[src/rtl/riscv_pkg.sv]
// Shared RV32 definitions for the fetch stage and its consumers.
// The FAULT state exists only when FETCH_ALIGN_CHECK_EN is defined.
package riscv_pkg;

  localparam logic [31:0] NOP_INST         = 32'h0000_0013;
  localparam logic [31:0] DEFAULT_RESET_PC = 32'h0000_0000;

  localparam logic [6:0] OP_R      = 7'b0110011;
  localparam logic [6:0] OP_I_ALU  = 7'b0010011;
  localparam logic [6:0] OP_LOAD   = 7'b0000011;
  localparam logic [6:0] OP_STORE  = 7'b0100011;
  localparam logic [6:0] OP_BRANCH = 7'b1100011;
  localparam logic [6:0] OP_JAL    = 7'b1101111;
  localparam logic [6:0] OP_JALR   = 7'b1100111;
  localparam logic [6:0] OP_LUI    = 7'b0110111;
  localparam logic [6:0] OP_AUIPC  = 7'b0010111;

  typedef enum logic [1:0] {
    ST_FETCH = 2'd0,
    ST_WAIT  = 2'd1,
`ifdef FETCH_ALIGN_CHECK_EN
    ST_HOLD  = 2'd2,
    ST_FAULT = 2'd3
`else
    ST_HOLD  = 2'd2
`endif
  } fetch_state_e;

endpackage

[src/rtl/fetch_unit_if.sv]
// Fetch-stage bus: instruction-memory handshake plus the execute-side view.
// fetch_fault is present only when FETCH_ALIGN_CHECK_EN is defined.
interface fetch_unit_if #(parameter int XLEN = 32);

  logic            imem_req;
  logic [XLEN-1:0] imem_addr;
  logic            imem_rvalid;
  logic [31:0]     imem_rdata;
  logic            pc_src;
  logic [XLEN-1:0] pc_target;
  logic            commit;
  logic            inst_valid;
  logic [31:0]     inst;
  logic [6:0]      op;
  logic [2:0]      funct3;
  logic [6:0]      funct7;
  logic [XLEN-1:0] pc;
  logic [XLEN-1:0] pc_plus4;
  logic [63:0]     instret;
`ifdef FETCH_ALIGN_CHECK_EN
  logic            fetch_fault;
`endif

  modport master (
    input  imem_rvalid, imem_rdata, pc_src, pc_target, commit,
    output imem_req, imem_addr, inst_valid, inst, op, funct3, funct7,
           pc, pc_plus4, instret
`ifdef FETCH_ALIGN_CHECK_EN
         , fetch_fault
`endif
  );

  modport slave (
    output imem_rvalid, imem_rdata, pc_src, pc_target, commit,
    input  imem_req, imem_addr, inst_valid, inst, op, funct3, funct7,
           pc, pc_plus4, instret
`ifdef FETCH_ALIGN_CHECK_EN
         , fetch_fault
`endif
  );

endinterface

[src/rtl/fetch_unit_pc_next_sel.sv]
// Combinational next-PC mux: sequential pc+4 or target with bit 0 cleared.
// With FETCH_ALIGN_CHECK_EN it also flags a taken target with bit 1 set.
module pc_next_sel #(
  parameter int XLEN = 32
) (
  input  logic [XLEN-1:0] pc,
  input  logic            pc_src,
  input  logic [XLEN-1:0] pc_target,
  output logic [XLEN-1:0] pc_plus4,
  output logic [XLEN-1:0] pc_next
`ifdef FETCH_ALIGN_CHECK_EN
, output logic            misaligned
`endif
);

  // Bit 0 of the target is discarded by design (JALR semantics).
  logic unused_tgt_lsb_s;
  assign unused_tgt_lsb_s = pc_target[0];

  // Next-PC selection
  always_comb begin
    pc_plus4 = pc + XLEN'(3'd4);
    if (pc_src) begin
      pc_next = {pc_target[XLEN-1:1], 1'b0};
    end else begin
      pc_next = pc_plus4;
    end
`ifdef FETCH_ALIGN_CHECK_EN
    misaligned = pc_src & pc_target[1];
`endif
  end

endmodule

[src/rtl/fetch_unit.sv]
// Instruction-fetch stage: FETCH -> WAIT -> HOLD loop feeding the control unit.
// Build option FETCH_ALIGN_CHECK_EN adds a sticky misaligned-target FAULT state.
module fetch_unit
  import riscv_pkg::*;
#(
  parameter int              XLEN     = 32,
  parameter logic [XLEN-1:0] RESET_PC = DEFAULT_RESET_PC
) (
  input logic          clk,
  input logic          rst_n,
  fetch_unit_if.master bus
);

  fetch_state_e    state_r, state_s;
  logic            start_r;
  logic [XLEN-1:0] pc_r;
  logic [31:0]     inst_r;
  logic            inst_valid_r;
  logic            imem_req_r;
  logic [63:0]     instret_r;
  logic [XLEN-1:0] pc_next_s;
  logic [XLEN-1:0] pc_plus4_s;
  logic            capture_s;
  logic            commit_s;
`ifdef FETCH_ALIGN_CHECK_EN
  logic            misaligned_s;
  logic            fault_r;
`endif

  pc_next_sel #(.XLEN(XLEN)) u_pc_next_sel (
    .pc        (pc_r),
    .pc_src    (bus.pc_src),
    .pc_target (bus.pc_target),
    .pc_plus4  (pc_plus4_s),
    .pc_next   (pc_next_s)
`ifdef FETCH_ALIGN_CHECK_EN
  , .misaligned(misaligned_s)
`endif
  );

  assign capture_s = start_r & (state_r == ST_WAIT) & bus.imem_rvalid;
  assign commit_s  = (state_r == ST_HOLD) & bus.commit;

  // Next-state logic; start_r holds FETCH until the first edge after reset
  always_comb begin
    state_s = state_r;
    if (!start_r) begin
      state_s = ST_FETCH;
    end else begin
      case (state_r)
        ST_FETCH: state_s = ST_WAIT;
        ST_WAIT: begin
          if (bus.imem_rvalid) state_s = ST_HOLD;
          else                 state_s = ST_WAIT;
        end
        ST_HOLD: begin
          if (bus.commit) begin
`ifdef FETCH_ALIGN_CHECK_EN
            if (misaligned_s) state_s = ST_FAULT;
            else              state_s = ST_FETCH;
`else
            state_s = ST_FETCH;
`endif
          end else begin
            state_s = ST_HOLD;
          end
        end
`ifdef FETCH_ALIGN_CHECK_EN
        ST_FAULT: state_s = ST_FAULT;
`endif
        default: state_s = ST_FETCH;
      endcase
    end
  end

  // State, PC, instruction latch and registered strobes
  always_ff @(posedge clk or negedge rst_n) begin
    if (!rst_n) begin
      state_r      <= ST_FETCH;
      start_r      <= 1'b0;
      pc_r         <= RESET_PC;
      inst_r       <= NOP_INST;
      inst_valid_r <= 1'b0;
      imem_req_r   <= 1'b0;
      instret_r    <= 64'd0;
`ifdef FETCH_ALIGN_CHECK_EN
      fault_r      <= 1'b0;
`endif
    end else begin
      state_r      <= state_s;
      start_r      <= 1'b1;
      imem_req_r   <= (state_s == ST_FETCH);
      inst_valid_r <= (state_s == ST_HOLD);
      if (capture_s) inst_r <= bus.imem_rdata;
      if (commit_s) begin
        instret_r <= instret_r + 64'd1;
`ifdef FETCH_ALIGN_CHECK_EN
        if (misaligned_s) fault_r <= 1'b1;
        else              pc_r    <= pc_next_s;
`else
        pc_r <= pc_next_s;
`endif
      end
    end
  end

  assign bus.imem_req   = imem_req_r;
  assign bus.imem_addr  = pc_r;
  assign bus.inst_valid = inst_valid_r;
  assign bus.inst       = inst_r;
  assign bus.op         = inst_r[6:0];
  assign bus.funct3     = inst_r[14:12];
  assign bus.funct7     = inst_r[31:25];
  assign bus.pc         = pc_r;
  assign bus.pc_plus4   = pc_plus4_s;
  assign bus.instret    = instret_r;
`ifdef FETCH_ALIGN_CHECK_EN
  assign bus.fetch_fault = fault_r;
`endif

endmodule

[src/flat_wrapper.sv]
// flat-port wrapper written by rule: the top's interface ports become plain ports
module fetch_unit_flat import riscv_pkg::*;
#(
  parameter int              XLEN     = 32,
  parameter logic [XLEN-1:0] RESET_PC = DEFAULT_RESET_PC
)
  (clk, rst_n, bus_imem_rvalid, bus_imem_rdata, bus_pc_src, bus_pc_target, bus_commit, bus_imem_req, bus_imem_addr, bus_inst_valid, bus_inst, bus_op, bus_funct3, bus_funct7, bus_pc, bus_pc_plus4, bus_instret);
  fetch_unit_if #(.XLEN(XLEN)) bus_i ();
  input logic clk;
  input logic rst_n;
  input wire logic [$bits(bus_i.imem_rvalid)-1:0] bus_imem_rvalid;
  input wire logic [$bits(bus_i.imem_rdata)-1:0] bus_imem_rdata;
  input wire logic [$bits(bus_i.pc_src)-1:0] bus_pc_src;
  input wire logic [$bits(bus_i.pc_target)-1:0] bus_pc_target;
  input wire logic [$bits(bus_i.commit)-1:0] bus_commit;
  output wire logic [$bits(bus_i.imem_req)-1:0] bus_imem_req;
  output wire logic [$bits(bus_i.imem_addr)-1:0] bus_imem_addr;
  output wire logic [$bits(bus_i.inst_valid)-1:0] bus_inst_valid;
  output wire logic [$bits(bus_i.inst)-1:0] bus_inst;
  output wire logic [$bits(bus_i.op)-1:0] bus_op;
  output wire logic [$bits(bus_i.funct3)-1:0] bus_funct3;
  output wire logic [$bits(bus_i.funct7)-1:0] bus_funct7;
  output wire logic [$bits(bus_i.pc)-1:0] bus_pc;
  output wire logic [$bits(bus_i.pc_plus4)-1:0] bus_pc_plus4;
  output wire logic [$bits(bus_i.instret)-1:0] bus_instret;
  assign bus_i.imem_rvalid = bus_imem_rvalid;
  assign bus_i.imem_rdata = bus_imem_rdata;
  assign bus_i.pc_src = bus_pc_src;
  assign bus_i.pc_target = bus_pc_target;
  assign bus_i.commit = bus_commit;
  assign bus_imem_req = bus_i.imem_req;
  assign bus_imem_addr = bus_i.imem_addr;
  assign bus_inst_valid = bus_i.inst_valid;
  assign bus_inst = bus_i.inst;
  assign bus_op = bus_i.op;
  assign bus_funct3 = bus_i.funct3;
  assign bus_funct7 = bus_i.funct7;
  assign bus_pc = bus_i.pc;
  assign bus_pc_plus4 = bus_i.pc_plus4;
  assign bus_instret = bus_i.instret;
  fetch_unit #(.XLEN(XLEN), .RESET_PC(RESET_PC)) u_core (.clk(clk), .rst_n(rst_n), .bus(bus_i));
endmodule
[config.mk]
export PLATFORM = sky130hd
export DESIGN_NAME = fetch_unit_flat
export DESIGN_NICKNAME = d
export VERILOG_FILES = /design/src/rtl/riscv_pkg.sv /design/src/rtl/fetch_unit_if.sv /design/src/rtl/fetch_unit_pc_next_sel.sv /design/src/rtl/fetch_unit.sv /design/src/flat_wrapper.sv
export SDC_FILE = /design/constraint.sdc
export NUM_CORES = 1
export LEC_CHECK = 0
export BUFFER_PORTS_ARGS = -buffer_cell sky130_fd_sc_hd__buf_2
export CAP_MARGIN = 20
export CELL_PAD_IN_SITES_DETAIL_PLACEMENT = 0
export CELL_PAD_IN_SITES_GLOBAL_PLACEMENT = 1
export CORE_ASPECT_RATIO = 1.25
export CORE_UTILIZATION = 33
export DETAILED_ROUTE_END_ITERATION = 8
export PLACE_DENSITY = 0.83
export SLEW_MARGIN = 25
export SYNTH_ARGS = -nofsm -noshare
export SYNTH_HDL_FRONTEND = slang
export SYNTH_SLANG_ARGS = --single-unit
export TNS_END_PERCENT = 100
[constraint.sdc]
create_clock -name clk -period 2.6 [get_ports clk]
set_clock_uncertainty 0.1 [all_clocks]
set_input_delay 0.52 -clock clk [delete_from_list [all_inputs] [get_ports clk]]
set_output_delay 0.52 -clock clk [all_outputs]
set_load 0.02 [all_outputs]
==> results.md, run 1 <==
Power and ir drop:
- Dividing total power by cell area gives a power density of approximately 800 nW/µm².
- After layout, the design draws a total of 7850 µW.
- The leakage power figure is roughly 0.0049 µW.
- Across the VDD grid, the largest voltage drop is roughly 450 µV.

Setup path:
- STA classifies the critical path endpoint as an output port.
- Data on the critical path is required at its endpoint by between 1500 and 2000 ps.
- The worst setup path is launched from a register.
- Data arrives at the worst endpoint at approximately 2400 ps.
- For flop-to-flop paths, the worst setup slack is approximately 260 ps.
- The peak fanout along the critical path is 7.
- The critical path in this run is classified as reg -> out.

Synth:
- The cell with the most instances after synthesis is dfrtp_1.
- Counting flops and latches in the post-synthesis netlist gives about 130.
- Each instance of the synthesized netlist takes up on average ~10 µm².
- The sequential area share after synthesis is 0.476.
- In the synthesized netlist, the number of instances is about 700.
- Of all cell types, the one taking the most synthesized area is dfrtp_1.
- Ranked by instance count, the synthesized netlist is headed by 129 x dfrtp_1, 52 x buf_4, 50 x nand2_1, 46 x xnor2_1, 45 x xor2_1.
- For this run, asynchronously set or reset flops after synthesis account for 1.00.
- The predominant post-synthesis flop cell is dfrtp_1.
- The count of flip-flops with a built-in enable after synthesis is 0.
- The share of synthesized area in the top cell type comes to 0.464.
- The combined area of all synthesized cells is 6950 µm².
- After synthesis, the cell types taking the most area are dfrtp_1 46%, xnor2_1 5.8%, xor2_1 5.7%, buf_4 5.6%, mux2_2 5.3%.
- During synthesis, Yosys emitted a total of 0 warnings.
- The number of distinct library cell variants in the gate-level netlist after synthesis is 50.

Flow run:
- Across the run, the number of max-cap violations was 0.

Layout:
- Summing all multi-input logic gate instances after layout gives between 3000 and 4000 µm².
- The post-layout instance area is approximately 10000 µm².
- Of the cells placed in the final design, the portion with a size suffix greater than 1 is 0.486.
- The post-route core utilization is 0.474.
- Fill cells in the final layout number roughly 2000.
- At the end of the flow, the number of nets in the layout was 1056.
- The area added between synthesis and finish is 41.4%.
- The sequential cells in the finished layout cover a total of roughly 3300 µm².

Floorplanning:
- The die covers between 20000 and 25000 µm².
- The die is around 160 µm tall.
- The width of the die is 132 µm.
- The floorplan has between 50 and 60 rows.
- The effective utilization at floorplan is 0.335.
- The number of top-level design ports is 280.
- In this run the standard cell core region covers slightly above 20000 µm².

Detailed routing:
- In the routed layout, each cell is associated on average with a via count of approximately 4.9.
- The remaining antenna violation count is 0.
- In the final routed layout, each cell accounts on average for about 15 µm.
- In the routed design, unresolved DRC markers number 0.
- The via count is around 6200.
- The final layout contains routed wiring with a total length of roughly 20000 µm.
- For this block, the initial DRC count from the detailed router was 275.
- The detailed-routing iteration count for the pre-antenna-repair pass is 4.

Timing:
- In the post-route analysis, the smallest setup slack over all paths is -374 ps.
- In this run the tightest slew margin relative to its limit is 0.627.
- Based on the critical path, the design can be clocked at up to approximately 340 MHz.
- The routed design could run at a clock period as short as ~3000 ps.
- After routing, the total negative slack on setup checks comes to -4700 ps.
- Setup repair after global routing could not meet its margin everywhere.
- The number of setup violations in the final report is 18.
- The count of final max-slew check failures was 0.
- At the pin with the least slew margin, the transition time is ~560 ps.
- Dividing the final minimum period by the clock period gives 1.14.
- The hold violation count in the final report is 0.

Clocking:
- In this run the number of H-tree levels came out at 4.
- For the worst-skew pair, the clock arrives at the later sink with an insertion delay of 420 ps.
- The number of clock buffers inserted by TritonCTS is 17.
- The CTS root buffer is clkbuf_16.
- Clock-pin slew was measured on the worst setup and hold paths at 70 ps.
- No sink is reached through more buffers than the 2 on the longest clock path.
- Counting every sink on the clock net gives about 130.
- TritonCTS built the clock tree.

GRT:
- The via count of the first global-routing pass is ~5800.
- The total global routing track utilization is 0.181.
- The initial antenna violation count came to 1.
- The wire length of the first global-routing pass is 30500 µm.
- The largest net degree at the start of global routing is slightly below 50.
- The final global-route overflow total is 0.

Placed design:
- The final weighted congestion in routability-driven placement is 0.799.
- The count of buffers added on input and output ports is 275.
- Once placement finished, the instance area stood at between 8000 and 9000 µm².
- The setup slack at placement is -44.2 ps.
- The half-perimeter wire length after placement is 14100 µm.

Run status:
- The final reports fail on setup timing.
- The flow ran to the end, but the final reports show violations.

Worst hold path:
- In this run the worst hold path is classified as in -> reg.
worst paths after layout:
path                                               start                        to  cells after the start
worst min register to register    u_core.bus.instret[63]    u_core.bus.instret[63]                      1
min in group asynchronous                          rst_n    u_core.bus.instret[13]                      2
worst min-delay path                     bus_imem_rvalid         u_core.state_r[0]                      2
max in group asynchronous                          rst_n    u_core.bus.instret[31]                      3
worst max register to register  u_core.bus.imem_addr[12]  u_core.bus.imem_addr[20]                      6
worst max-delay path             u_core.bus.imem_addr[9]          bus_pc_plus4[23]                      6
cells in the final DEF (no fill, tap or decap), drive strengths merged, types with 3 or more instances in the layout:
cell type,netlist,final
nor2,39,39
and3,11,11
or4,5,5
xnor2,46,46
o22ai,6,6
o22a,4,4
dfrtp,129,129
nand3,41,41
a31oi,7,7
conb,2,4
nor3,28,28
and4,6,6
and2,4,4
bufinv,0,3
nand2,50,50
inv,22,29
nor4,22,22
buf,60,352
mux2,33,33
xor2,45,45
or3,4,4
nand4,21,21
dfstp,3,3
o21ai,21,21
o21a,4,4
a22oi,6,6
or2,6,6
clkbuf,22,18
a21oi,18,18
a2bb2oi,8,8
clkinv,1,4
critical path, cell delays in order (launching register included):
cell and delay (ps):
dfrtp_2 380, nand3_4 90, or4_4 580, buf_4 190
or3_4 410, xnor2_2 130, buf_4 150
metal layers:
layer / GRT usage / part of all wire / vias up
met2: 0.324 / 0.53 / 189
met4: 0.0835 / 0.020 / 0
met3: 0.0352 / 0.043 / 28
met1: 0.209 / 0.41 / 3007
li1: - / - / 2965
met5: 0 / 0 / -
per-stage QoR:
stage          cells  hold slack [ps]
2_1_floorplan    695              124
3_3_place_gp    1225              356
3_5_place_dp    1225              351
4_1_cts         1266              196
5_1_grt         1273              205
6_report        1273              219
flip-flops by register name, indices dropped and copies added (netlist names):
| name | cells |
|---|---|
| u_core.state_r | 2 |
| u_core.bus.inst_valid | 1 |
| u_core.bus.inst | 32 |
| u_core.bus.imem_req | 1 |
| u_core.bus.instret | 64 |
| u_core.bus.imem_addr | 31 |
| u_core.start_r | 1 |
layout make-up:
type                       count  share of cell area
multi-input combinational    458               0.343
sequential                   132               0.339
timing repair buffer         353               0.212
clock buffer                  18              0.0437
tap                          274              0.0349
clock inverter                14              0.0192
inverter                      23             0.00904
antenna                        1            0.000255
cell families (layout without fill, tap and decap cells):
kind of cell,Yosys count,count (layout),share of synthesized area
AOI/OAI and AO/OA,81,81,0.0749
other,2,5,0.00108
and+or+nand+nor,245,245,0.188
adders and majority gates,2,2,0.00360
muxes,35,35,0.0563
xor gates and xnor gates,91,91,0.115
buffers and inverters,105,408,0.0862
DFF,132,132,0.476
timing repair:
item	in CTS	in global routing
setup endpoints to repair	19	23
pin swaps	16	8
hold endpoints to repair	38	0
hold buffers	1	0
buffers inserted	8	6
cloned	0	0
resized for setup	44	21
report_power, final:
part	switching, µW	total, µW	leakage [µW]	internal [µW]
registers	238	2600	0.00161	2360
clock network	996	2540	0.000302	1540
logic	1650	2720	0.00301	1070
No activity file was read; power rests on OpenSTA's default activity.
==> run 2: changes to the inputs <==
--- a/config.mk
+++ b/config.mk
@@ -10,9 +10,10 @@
 export CELL_PAD_IN_SITES_DETAIL_PLACEMENT = 0
 export CELL_PAD_IN_SITES_GLOBAL_PLACEMENT = 1
 export CORE_ASPECT_RATIO = 1.25
-export CORE_UTILIZATION = 33
+export CORE_UTILIZATION = 34
+export CTS_BUF_LIST = sky130_fd_sc_hd__clkbuf_8
 export DETAILED_ROUTE_END_ITERATION = 8
-export PLACE_DENSITY = 0.83
+export PLACE_DENSITY = 0.85
 export SLEW_MARGIN = 25
 export SYNTH_ARGS = -nofsm -noshare
 export SYNTH_HDL_FRONTEND = slang
==> run 2 against run 1 <==
Against the previous run: the flow still finishes with violations (setup timing); non-clock buffer count decreased by 6; critical path depth is 1 lower; setup slack lost 23 ps; die area decreased by 2.9%; register-to-register slack hardly changed; power is 12% lower; critical endpoint is now bus_pc_plus4[25]; via count shrank 0.92%; worst hold slack lost 33 ps; utilization about the same.
==> results.md, run 2 (synthesis results as in run 1) <==
Detailed routing:
- The average detailed-routed wire length per instance is 15.3 µm (was 15.4 µm).
- The average vias per placed instance is 4.85 (was 4.86).
- The violation count after the first detailed-routing iteration is 179 (was 275).
- The detailed-route wire length is 19400 µm (was 19600 µm).
- The remaining antenna violation count is 0 (unchanged).
- The DRC violation count after routing is 0 (unchanged).
- The detailed-routing iteration count for the pre-antenna-repair pass is 4 (unchanged).
- The via count is 6132 (was 6189).

GRT:
- The largest net degree at the start of global routing is 57 (was 49).
- The via count of the first global-routing pass is 5826 (was 5817).
- The wire length of the first global-routing pass is 29900 µm (was 30500 µm).
- The final global-route overflow total came to 0 (unchanged).
- The initial antenna violation count is 2 (was 1).
- The total global routing track utilization is 0.186 (was 0.181).

Run status:
- Status: complete, but fails checks (unchanged).
- Violated checks: setup timing (unchanged).

Setup path:
- The peak fanout along the critical path is 3 (was 7).
- Cell chain of the critical path: nand4_1 -> or4_4 -> or4_4 -> xnor2_4 -> buf_6 (was nand3_4 -> or4_4 -> buf_4 -> or3_4 -> xnor2_2 -> buf_4).
- The kind of end point of the critical path is an output port (unchanged).
- The type of the setup path with the least slack is reg -> out (unchanged).
- The launching element type of the critical path is a register (unchanged).
- The cell family contributing the most delay on the critical path is simple AND/OR/NAND/NOR gates (unchanged).
- The arrival time of data at the critical path endpoint is 2380 ps (was 2350 ps).
- The most used cell along the critical path is or4_4 (was buf_4).
- The worst reg-to-reg path cell count is 6 (unchanged).
- The cell at the slowest stage of the critical path was or4_4 (unchanged).
- The required time of the critical path was 1980 ps (about the same).
- The delay of the slowest critical-path stage was 600 ps (was 580 ps).
- The critical path buffer and inverter count is 1 (was 2).
- The number of gates on the worst path with buffers counted was 5 (was 6).

Timing:
- The slew at the pin closest to its max-slew limit is 554 ps (was 558 ps).
- The worst max-slew margin expressed relative to the limit is 0.630 (was 0.627).
- The number of setup violations in the final report is 19 (was 18).
- The clock period minus final worst setup slack is 3000 ps (was 2970 ps).
- The count of final max-slew check failures came to 0 (unchanged).
- The worst path setup slack after routing was -397 ps (was -374 ps).
- The hold violation count in the final report is 0 (unchanged).
- Unrepaired setup endpoints after global routing: true (unchanged).
- The final clock period utilization by the worst path came to 1.15 (was 1.14).
- The final hold slack came to 185 ps (was 219 ps).
- The peak clock frequency supported by timing is 334 MHz (was 336 MHz).

Clocking:
- The clock net sink count is 132 (unchanged).
- The deepest clock path buffer count was 2 (unchanged).
- The CTS root buffer is clkbuf_8 (was clkbuf_16).
- The number of clock buffers inserted by TritonCTS is 17 (unchanged).
- The level count of the clock H-tree is 4 (unchanged).
- The later-pin clock latency in the skew report is 450 ps (was 420 ps).
- The CTS clock-pin slew for the worst setup and hold paths came to 80 ps (was 70 ps).
- The clock tree from TritonCTS is yes (unchanged).

Floorplanning:
- The die outline area is 21000 µm² (was 21700 µm²).
- The area of the placeable core is 20100 µm² (was 20700 µm²).
- The effective utilization at floorplan is 0.346 (was 0.335).
- The die height was 162 µm (was 164 µm).
- The number of top-level design ports is 280 (unchanged).
- The width of the die is 130 µm (was 132 µm).
- The total number of placement rows came to 58 (was 59).

Layout:
- The share of layout cells above drive strength 1 came to 0.482 (was 0.486).
- The area added between synthesis and finish came to 37.1% (was 41.4%).
- The post-route core utilization is 0.474 (about the same).
- The number of nets in the final layout came to 1050 (was 1056).
- The flip-flop count of the largest register, all copies and words added is 64 (unchanged).
- The final-layout fill cell count is 1950 (was 2013).
- Commonest cells after routing, fill and taps aside: 254 x buf_2, 112 x dfrtp_1, 74 x buf_4, 50 x nand2_1, 44 x xor2_1 (was 255 x buf_2, 112 x dfrtp_1, 82 x buf_4, 50 x nand2_1, 44 x xor2_1).
- The most common library cell in the layout ignoring fill and taps was buf_2 (unchanged).

Power and ir drop:
- The total power per unit cell area is 728 nW/µm² (was 799 nW/µm²).
- The total power consumption of the routed design is 6940 µW (was 7850 µW).
- The worst IR drop on VDD is 326 µV (was 449 µV).
- The leakage power figure is 0.00478 µW (was 0.00492 µW).

Flow run:
- The count of maximum capacitance violations is 0 (unchanged).

Placed design:
- The setup slack at placement was -28.4 ps (was -44.2 ps).
- The half-perimeter wire length after placement came to 14000 µm (was 14100 µm).
- The number of buffers added on ports came to 275 (unchanged).
- The final weighted congestion in routability-driven placement is 0.827 (was 0.799).

Worst hold path:
- The class of the most critical hold timing path was in -> reg (unchanged).
- The worst hold path depth came to 2 (unchanged).
==> run 2: cell types whose count changed in the layout (fill, tap and decap cells not counted), sizes merged <==
cell / before / now
bufinv: 3 / 1
buf: 352 / 346
diode: 1 / 2
clkbuf: 18 / 17
inv: 29 / 31
clkinvlp: 1 / 2
==> run 2: final cells by class <==
type	instances	area, µm²	area share
clock inverters	15	145	0.0152
multi-input cells	458	3340	0.350
clock buffers	17	234	0.0245
inverters	23	88.8	0.00932
well taps	270	338	0.0354
flip-flops and latches	132	3330	0.349
repair buffers	347	2060	0.216
diodes	2	5.00	0.000525
==> run 2: per-layer routing <==
| layer | share of wire | track usage | up-vias |
|---|---|---|---|
| li1 | - | - | 2946 |
| met1 | 0.41 | 0.220 | 2986 |
| met2 | 0.53 | 0.327 | 184 |
| met3 | 0.044 | 0.0441 | 16 |
| met4 | 0.013 | 0.0634 | 0 |
| met5 | 0 | 0 | - |
==> run 2: power by group <==
part,internal [µW],switching (µW)
Clock,783,910
Sequential,2360,269
Combinational,1030,1590
Total,4170,2770
==> run 2: what timing repair did <==
action	4_1_cts	5_1_grt
buffers inserted	9	6
setup endpoints to repair	20	24
resized for setup	55	11
hold endpoints to repair	54	0
pin swaps	25	10
hold buffers	1	0
==> run 2: metrics by stage <==
stage                     cell area [µm²]  setup TNS, ps  cells
after CTS                            9450          -6180   1257
after global placement               8790          -38.3   1215
after detailed placement             8790          -54.4   1215
after floorplan                      7150           -261    695
after global routing                 9540          -7350   1264
final                                9540          -4960   1264
==> run 2: path summary, 6_finish.rpt <==
kind                                            end  slack, ps                     from
max reg2reg                u_core.bus.imem_addr[22]        250  u_core.bus.imem_addr[8]
min                               u_core.state_r[0]        190          bus_imem_rvalid
min reg2reg                  u_core.bus.instret[63]        380   u_core.bus.instret[63]
min in group asynchronous    u_core.bus.instret[13]        490                    rst_n
max                                bus_pc_plus4[25]       -400  u_core.bus.imem_addr[7]
max in group asynchronous        u_core.bus.inst[4]       1180                    rst_n
==> run 3: changes to the inputs <==
--- a/config.mk
+++ b/config.mk
@@ -5,6 +5,7 @@
 export SDC_FILE = /design/constraint.sdc
 export NUM_CORES = 1
 export LEC_CHECK = 0
+export ABC_CLOCK_PERIOD_IN_PS = 2600
 export BUFFER_PORTS_ARGS = -buffer_cell sky130_fd_sc_hd__buf_2
 export CAP_MARGIN = 20
 export CELL_PAD_IN_SITES_DETAIL_PLACEMENT = 0
@@ -12,7 +13,9 @@
 export CORE_ASPECT_RATIO = 1.25
 export CORE_UTILIZATION = 34
 export CTS_BUF_LIST = sky130_fd_sc_hd__clkbuf_8
+export CTS_CLUSTER_DIAMETER = 30
 export DETAILED_ROUTE_END_ITERATION = 8
+export MAX_ROUTING_LAYER = met4
 export PLACE_DENSITY = 0.85
 export SLEW_MARGIN = 25
 export SYNTH_ARGS = -nofsm -noshare
==> run 3 against run 2 <==
Against the previous run: the flow still finishes with violations (setup timing); clock power is essentially flat; non-clock buffer count unchanged; setup slack improved by 1.6 ps; via count fell by 0.28%; wire length decreased by 0.40%; cell area is the same; fmax is essentially flat; first-iteration DRC count rose by 2.8%; final cell count unchanged; critical path depth stayed put; worst hold slack better by 1.7 ps; sequential cell count unchanged; critical endpoint unchanged; largest cell class unchanged.
==> results.md, run 3 (synthesis results as in run 1) <==
Power and ir drop:
- The total power per unit cell area is 727 nW/µm² (was 728 nW/µm²).
- The worst IR drop on VDD is 326 µV (about the same).
- The leakage power figure is 0.00478 µW (unchanged).

Layout:
- The non-filler instance count after layout is 1264 (unchanged).
- The post-route core utilization was 0.474 (unchanged).
- The flip-flop count of the largest register, all copies and words added is 64 (unchanged).
- The post-layout instance area is 9540 µm² (unchanged).
- The area added between synthesis and finish is 37.1% (unchanged).
- The number of nets in the final layout is 1050 (unchanged).
- The final-layout fill cell count is 1950 (unchanged).
- Commonest cells after routing, fill and taps aside: 254 x buf_2, 112 x dfrtp_1, 74 x buf_4, 50 x nand2_1, 44 x xor2_1 (unchanged).
- The share of layout cells above drive strength 1 is 0.482 (unchanged).
- The most common library cell in the layout ignoring fill and taps was buf_2 (unchanged).

Detailed routing:
- The DRC violation count after routing is 0 (unchanged).
- The average vias per placed instance is 4.84 (was 4.85).
- The via count is 6115 (was 6132).
- The remaining antenna violation count is 0 (unchanged).
- The detailed-route wire length was 19300 µm (was 19400 µm).
- The average detailed-routed wire length per instance is 15.3 µm (about the same).
- The detailed-routing iteration count for the pre-antenna-repair pass was 4 (unchanged).
- The violation count after the first detailed-routing iteration was 184 (was 179).

Setup path:
- The cell at the slowest stage of the critical path is or4_4 (unchanged).
- The kind of end point of the critical path is an output port (unchanged).
- The arrival time of data at the critical path endpoint is 2380 ps (about the same).
- The type of the setup path with the least slack was reg -> out (unchanged).
- The required time of the critical path was 1980 ps (about the same).
- The most used cell along the critical path is or4_4 (unchanged).
- Cell chain of the critical path: nand4_1 -> or4_4 -> or4_4 -> xnor2_4 -> buf_6 (unchanged).
- The delay of the slowest critical-path stage was 600 ps (about the same).
- The launching element type of the critical path is a register (unchanged).
- The peak fanout along the critical path is 3 (unchanged).

GRT:
- The routing layer with the top usage in global route is met2 (unchanged).
- The met1 global-route usage is 0.221 (was 0.220).
- The via count of the first global-routing pass came to 5818 (was 5826).
- The total global routing track utilization is 0.191 (was 0.186).
- The wire length of the first global-routing pass is 29900 µm (about the same).
- The final global-route overflow total came to 0 (unchanged).
- The initial antenna violation count is 2 (unchanged).
- The global-route track usage on met2 is 0.326 (was 0.327).
- The met3 track demand over resource is 0.0422 (was 0.0441).
- The largest net degree at the start of global routing is 57 (unchanged).

Timing:
- The worst max-slew margin expressed relative to the limit was 0.631 (was 0.630).
- The worst path setup slack after routing is -396 ps (was -397 ps).
- The hold violation count in the final report came to 0 (unchanged).
- The slew at the pin closest to its max-slew limit came to 554 ps (about the same).
- The final hold slack is 187 ps (was 185 ps).
- The clock period minus final worst setup slack is 3000 ps (about the same).
- The count of final max-slew check failures is 0 (unchanged).
- The peak clock frequency supported by timing is 334 MHz (about the same).
- The final clock period utilization by the worst path was 1.15 (about the same).
- The number of setup violations in the final report is 19 (unchanged).
- Unrepaired setup endpoints after global routing: true (unchanged).

Clocking:
- The clock net sink count is 132 (unchanged).
- The number of clock buffers inserted by TritonCTS came to 17 (unchanged).
- The CTS root buffer was clkbuf_8 (unchanged).
- The clock tree from TritonCTS was yes (unchanged).
- The later-pin clock latency in the skew report is 450 ps (about the same).
- The deepest clock path buffer count is 2 (unchanged).
- The level count of the clock H-tree is 4 (unchanged).
- The CTS clock-pin slew for the worst setup and hold paths is 80 ps (about the same).

Floorplanning:
- The die outline area came to 21000 µm² (unchanged).
- The effective utilization at floorplan is 0.346 (unchanged).
- The area of the placeable core is 20100 µm² (unchanged).
- The number of top-level design ports was 280 (unchanged).
- The width of the die is 130 µm (unchanged).
- The die height was 162 µm (unchanged).
- The total number of placement rows is 58 (unchanged).

Worst hold path:
- The class of the most critical hold timing path is in -> reg (unchanged).

Run status:
- Violated checks: setup timing (unchanged).
- Status: complete, but fails checks (unchanged).

Placed design:
- The number of buffers added on ports came to 275 (unchanged).
- The instance area at placement is 8790 µm² (unchanged).
- The final weighted congestion in routability-driven placement is 0.840 (was 0.827).
- The half-perimeter wire length after placement is 14000 µm (unchanged).
- The total placed cells including tap cells is 1215 (unchanged).
- The setup slack at placement is -28.4 ps (unchanged).

Flow run:
- The count of maximum capacitance violations is 0 (unchanged).
## run 3: routing by layer
layer  vias to the layer above  wire length, µm
li1                       2949                -
met1                      2982             7990
met2                       165            10200
met3                        19              829
met4                         0              271
met5                         -                0
## run 3: power by group
group / switching [µW] / internal (µW) / leakage, µW
Combinational: 1590 / 1030 / 0.00297
Clock: 906 / 783 / 0.000195
Sequential: 269 / 2360 / 0.00161
## run 3: what timing repair did
| item | CTS | global route |
|---|---|---|
| setup buffers | 9 | 6 |
| setup endpoints to repair | 20 | 24 |
| pin swaps | 25 | 10 |
| gates resized for setup | 55 | 11 |
| hold buffers | 1 | 0 |
| endpoints found under the hold margin | 54 | 0 |
## run 3: worst paths after layout
kind | end | depth (start not counted) | slack, ps | start
max in group asynchronous | u_core.bus.inst[4] | 3 | 1170 | rst_n
worst min register to register | u_core.bus.instret[63] | 1 | 380 | u_core.bus.instret[63]
min in group asynchronous | u_core.bus.instret[13] | 2 | 490 | rst_n
worst max-delay path | bus_pc_plus4[25] | 5 | -400 | u_core.bus.imem_addr[7]
worst max register to register | u_core.bus.imem_addr[22] | 6 | 260 | u_core.bus.imem_addr[8]
worst min-delay path | u_core.state_r[0] | 2 | 190 | bus_imem_rvalid
## run 3: cell type report
class,instances,area [µm²],area share
repair buffers,347,2060,0.216
clock inverters,15,145,0.0152
inverters,23,88.8,0.00932
clock buffers,17,234,0.0245
well taps,270,338,0.0354
multi-input cells,458,3340,0.350
diodes,2,5.00,0.000525
flip-flops and latches,132,3330,0.349
## run 3: worst max-delay path: cells and delay by family, from the launching register on
kind	cells	cell delay [ps]
XOR/XNOR	1	150
buffers and inverters	1	130
flip-flops	1	360
AND/OR/NAND/NOR	3	1290
## run 3: per-stage QoR
step / total power (µW) / TNS, ps
floorplan: 4420 / -261
global placement: 5140 / -38.3
detailed placement: 5170 / -54.4
CTS: 7000 / -6180
global route: 7340 / -7290
finish: 6940 / -4910
